<file path="config.mk">
export PLATFORM = sky130hd
export DESIGN_NAME = stream_width_converter
export DESIGN_NICKNAME = d
export VERILOG_FILES = /design/src/rtl/stream_width_converter.sv
export SDC_FILE = /design/constraint.sdc
export NUM_CORES = 1
export LEC_CHECK = 0
export BUFFER_PORTS_ARGS = -buffer_cell sky130_fd_sc_hd__buf_2
export CAP_MARGIN = 20
export CELL_PAD_IN_SITES_DETAIL_PLACEMENT = 1
export CELL_PAD_IN_SITES_GLOBAL_PLACEMENT = 2
export CORE_MARGIN = 2
export CORE_UTILIZATION = 31
export DETAILED_ROUTE_END_ITERATION = 8
export HOLD_SLACK_MARGIN = 0.12
export PLACE_DENSITY_LB_ADDON = 0.05
export SLEW_MARGIN = 5
export SYNTH_ARGS = -nofsm -noshare
export SYNTH_HDL_FRONTEND = slang
export SYNTH_SLANG_ARGS = --single-unit
</file>
<file path="constraint.sdc">
create_clock -name clk -period 2.2 [get_ports clk]
set_input_delay 0.44 -clock clk [delete_from_list [all_inputs] [get_ports clk]]
set_output_delay 0.44 -clock clk [all_outputs]
set_load 0.005 [all_outputs]
</file>
<file path="src/rtl/stream_width_converter.sv">
// ============================================================================
// Module   : stream_width_converter
// Brief    : Integer-ratio valid/ready stream gearbox (upsize, downsize or pass)
// Revision : 1.0 - initial release
// ============================================================================
`default_nettype none

module stream_width_converter #(
    parameter int IN_W      = 2,
    parameter int OUT_W     = 8,
    parameter bit LSB_FIRST = 1'b1
) (
    input  logic             clk,
    input  logic             reset,
    input  logic [IN_W-1:0]  in_data,
    input  logic             in_valid,
    input  logic             in_last,
    output logic             in_ready,
    output logic [OUT_W-1:0] out_data,
    output logic             out_valid,
    output logic             out_last,
    output logic             out_partial,
    input  logic             out_ready
);

    localparam int c_ratio = (OUT_W > IN_W) ? OUT_W / IN_W : IN_W / OUT_W;
    localparam int c_cw    = (c_ratio > 1) ? $clog2(c_ratio) : 1;
    localparam logic [c_cw-1:0] c_cnt_max = c_cw'(c_ratio - 1);

    if (((OUT_W > IN_W) ? (OUT_W % IN_W) : (IN_W % OUT_W)) != 0) begin : g_bad_ratio
        $error("stream_width_converter: IN_W and OUT_W must be integer multiples");
    end

    if (OUT_W > IN_W) begin : g_upsize
        logic [c_cw-1:0]  r_cnt;
        logic [OUT_W-1:0] r_acc;
        logic [OUT_W-1:0] r_data;
        logic             r_valid;
        logic             r_last;
        logic             r_partial;
        logic [OUT_W-1:0] w_word;
        logic             w_accept;
        logic             w_done;

        assign in_ready = !r_valid || out_ready;
        assign w_accept = in_valid && in_ready;
        assign w_done   = w_accept && (in_last || (r_cnt == c_cnt_max));

        // Accumulator with the current chunk merged into its slot; unwritten slots stay zero.
        always_comb begin
            w_word = r_acc;
            for (int k = 0; k < c_ratio; k++) begin
                if ((LSB_FIRST ? k : (c_ratio - 1 - k)) == int'(r_cnt)) begin
                    w_word[k*IN_W +: IN_W] = in_data;
                end
            end
        end

        always_ff @(posedge clk) begin
            if (reset) begin
                r_cnt     <= '0;
                r_acc     <= '0;
                r_data    <= '0;
                r_valid   <= 1'b0;
                r_last    <= 1'b0;
                r_partial <= 1'b0;
            end else if (w_done) begin
                r_data    <= w_word;
                r_valid   <= 1'b1;
                r_last    <= in_last;
                r_partial <= in_last && (r_cnt != c_cnt_max);
                r_cnt     <= '0;
                r_acc     <= '0;
            end else begin
                if (w_accept) begin
                    r_acc <= w_word;
                    r_cnt <= r_cnt + c_cw'(1);
                end
                if (out_ready) begin
                    r_valid <= 1'b0;
                end
            end
        end

        assign out_data    = r_data;
        assign out_valid   = r_valid;
        assign out_last    = r_last;
        assign out_partial = r_partial;
    end else if (IN_W > OUT_W) begin : g_downsize
        logic [IN_W-1:0] r_shift;
        logic [c_cw-1:0] r_cnt;
        logic            r_valid;
        logic            r_last;
        logic            w_cnt_end;
        logic            w_accept;

        assign w_cnt_end = (r_cnt == c_cnt_max);
        assign in_ready  = !r_valid || (out_ready && w_cnt_end);
        assign w_accept  = in_valid && in_ready;

        always_ff @(posedge clk) begin
            if (reset) begin
                r_shift <= '0;
                r_cnt   <= '0;
                r_valid <= 1'b0;
                r_last  <= 1'b0;
            end else if (w_accept) begin
                r_shift <= in_data;
                r_cnt   <= '0;
                r_valid <= 1'b1;
                r_last  <= in_last;
            end else if (r_valid && out_ready) begin
                if (w_cnt_end) begin
                    r_valid <= 1'b0;
                    r_cnt   <= '0;
                    r_last  <= 1'b0;
                end else begin
                    r_shift <= LSB_FIRST ? (r_shift >> OUT_W) : (r_shift << OUT_W);
                    r_cnt   <= r_cnt + c_cw'(1);
                end
            end
        end

        assign out_data    = LSB_FIRST ? r_shift[OUT_W-1:0] : r_shift[IN_W-1 -: OUT_W];
        assign out_valid   = r_valid;
        assign out_last    = r_last && w_cnt_end;
        assign out_partial = 1'b0;
    end else begin : g_equal
        logic [OUT_W-1:0] r_data;
        logic             r_valid;
        logic             r_last;

        assign in_ready = !r_valid || out_ready;

        always_ff @(posedge clk) begin
            if (reset) begin
                r_data  <= '0;
                r_valid <= 1'b0;
                r_last  <= 1'b0;
            end else if (in_valid && in_ready) begin
                r_data  <= in_data;
                r_valid <= 1'b1;
                r_last  <= in_last;
            end else if (out_ready) begin
                r_valid <= 1'b0;
            end
        end

        assign out_data    = r_data;
        assign out_valid   = r_valid;
        assign out_last    = r_last;
        assign out_partial = 1'b0;
    end

endmodule

`default_nettype wire

</file>
==> impl_results.md <==
* Pins Over Slew Limit at 0
* Crit path required time at 1.76 ns
* DR WL/cell at 14.3 um
* Most used routing layer: met2
* CP Class: flop to output pin
* Fin util at 36.9%
* CTS tree: yes
* Pwr dens at 634 nW/um2
* Layout cells sized above 1 at 28.0%
* Tot GR Track Use at 15.9%
* Vias in the first global route at 908
* Number of diodes at 0
* Post-synthesis cell count at 109
* RSZ-0062 raised after global routing: no
* # port buffers at 18
* Post-synth cell types at 22
* CTS Hold Buffers Added at 0
* Worst setup EP type: output pin
* FMAX at 499 MHz
* CTS sink count at 21
* Final setup fails at 0
* Worst Hold Class: primary input to flop
* Largest net degree at the start of global routing at 20
* DR iter-0 viols at 27
* H-Tree Depth at 1
* CP peak stage delay at 0.37 ns
* Critical Path Source Type: flop
* Root buf cell: clkbuf_4
* Share of the yosys chip area belonging to registers at 42.4%
* # Max-Cap Violations at 0
* Clk_skew at 0.00268 ns
* CP top delay family: buffers and inverters
* Buf/Inv on CP at 2
* Nets at 137
* Total CTS buffers at 3
* Status: finished clean
* Clock transition at path regs at 0.13 ns
* Met1 Use GR at 21.0%
* Worst EP arrival at 1.57 ns
* Vias/cell at 5.03
* Cell Chain, Critical Path: nor2b_4 > inv_1 > buf_2
* Ys Warns at 0
* Area Growth Syn to Fin at 13.8%
* Drt pass-1 iters at 3
* Final critical-path required period at 2.01 ns
* Vias at 850
* Tightest Pin Transition at 0.438 ns
* Remaining global-route overflow at 0
* Mapped Nets at 120
* Total power draw at 0.000714 W
* Fin. Hold Viols at 0
* Setup bufs post-CTS at 0
* Antenna-violating nets left at 0
* CTS Buffer Depth at 2
* Die ar. at 3670 um2
* First-pass GRT wire length at 4.24 mm
* Post-Synthesis Cell Area at 991 um2
* PostCTS Resize Cnt at 0
* Row Count at 20
* Total wire length at 2.42 mm
* DRC Markers at 0
* Initial core utilization at 32.5%
* Syn avg cell area at 9.09 um2
* Worst-case headroom to the max-slew limit at 70.8%
* Final critical-path share of the clock period at 91.2%
* LEAKAGE at 0.454 nW
* GR met2 Demand/Resource at 25.9%
* DPL Wire Length at 1.77 mm
* CP max stage cell: nor2b_4
* Antenna violations before repair at 0
* VDD IR-drop max at 0.225 mV
* Die Y at 60.5 um
* Die W at 60.5 um
* Total Negative Setup Slacks at 0 ns
* Placer Congestion at 0.709
* CP Max Fanout at 19
* Core box area at 3050 um2
* I/O Pins at 19
* Yosys reg bits at 21
* Worst-Skew Late Latency at 0.31 ns
* M3 GR Usage at 3.20%
## final timing paths
kind,from,to,slack [ns],depth (start not counted)
max,out_valid,in_ready,0.19,3
max reg2reg,out_valid,out_partial,0.65,4
min reg2reg,out_data[3],out_data[3],0.46,2
min,in_last,out_last,0.41,3
## per-layer routing
| layer | up-vias | wire [um] |
|---|---|---|
| met1 | 413 | 1130 |
| li1 | 425 | - |
| met5 | - | 0 |
| met4 | 0 | 13 |
| met2 | 10 | 1220 |
| met3 | 2 | 51 |
## cell usage after synthesis
cell | n | area, um2
a21oi_1 | 9 | 45.0
nor3_1 | 1 | 5.00
a31oi_1 | 1 | 6.26
buf_6 | 2 | 22.5
dfxtp_1 | 21 | 420
nor2_2 | 1 | 6.26
o21ai_0 | 9 | 45.0
nand3_1 | 2 | 10.0
ha_1 | 4 | 50.1
inv_2 | 1 | 3.75
a211oi_1 | 8 | 60.1
mux2_2 | 8 | 90.1
o31ai_1 | 1 | 7.51
buf_2 | 2 | 10.0
and3_1 | 3 | 18.8
inv_1 | 12 | 45.0
nand2_1 | 4 | 15.0
nor4_1 | 8 | 50.1
or3_4 | 1 | 11.3
nor2b_4 | 1 | 13.8
clkbuf_1 | 3 | 11.3
nand4_1 | 7 | 43.8
## power breakdown
group / internal [W] / leakage (nW) / switching [W] / total [W]
clock: 0.0000679 / 0.0177 / 0.000129 / 0.000197
combinational: 0.0000460 / 0.264 / 0.0000628 / 0.000109
sequential: 0.000399 / 0.172 / 0.00000966 / 0.000409
## final cells by class
class | count | area [um2]
Fill cell | 384 | 1930
Tap cell | 44 | 55.1
Clock buffer | 3 | 22.5
Sequential cell | 21 | 420
Multi-Input combinational cell | 68 | 478
Inverter | 13 | 48.8
Timing Repair Buffer | 19 | 97.6
Clock inverter | 1 | 5.00
## through the flow
stage               cell area (um2)  setup WS, ns  hold slack [ns]  std cells
finish                         1130         0.194            0.405        169
global route                   1130       0.00824            0.424        169
CTS                            1130         0.167            0.390        169
detailed placement             1100         0.319            0.447        165
global placement               1100         0.360            0.444        165
floorplan                       991         0.769            0.449        109
## cells by family (layout without fill, tap and decap cells)
kind of cell	after synthesis	in the layout	synth area share [%]
buf+inv	20	36	9.34
flops	21	21	42.4
compound gates	28	28	16.5
mux	8	8	9.09
fa+ha+maj	4	4	5.05
simple gates	28	28	17.5
## registers in the layout (all words and copies together), names as in the netlist
signal          count
g_upsize.r_acc      8
g_upsize.r_cnt      2
out_data            8
out_last            1
out_partial         1
out_valid           1
## cells in the final DEF, fill, tap and decap left out, drive strengths merged
master / netlist / layout
dfxtp: 21 / 21
nand3: 2 / 2
o31ai: 1 / 1
nand4: 7 / 7
nor4: 8 / 8
a31oi: 1 / 1
nand2: 4 / 4
or3: 1 / 1
o21ai: 9 / 9
a211oi: 8 / 8
mux2: 8 / 8
nor3: 1 / 1
a21oi: 9 / 9
clkinv: 0 / 1
and3: 3 / 3
nor2: 1 / 1
inv: 13 / 13
nor2b: 1 / 1
buf: 4 / 19
ha: 4 / 4
clkbuf: 3 / 3
## worst reg2reg max path: cells and delay by family, from the launching register on
| family | cells | cell delay, ns |
|---|---|---|
| and+or+nand+nor | 3 | 0.82 |
| buffers and inverters | 1 | 0.32 |
| DFF | 1 | 0.34 |
(Power assumes the default switching activity.)
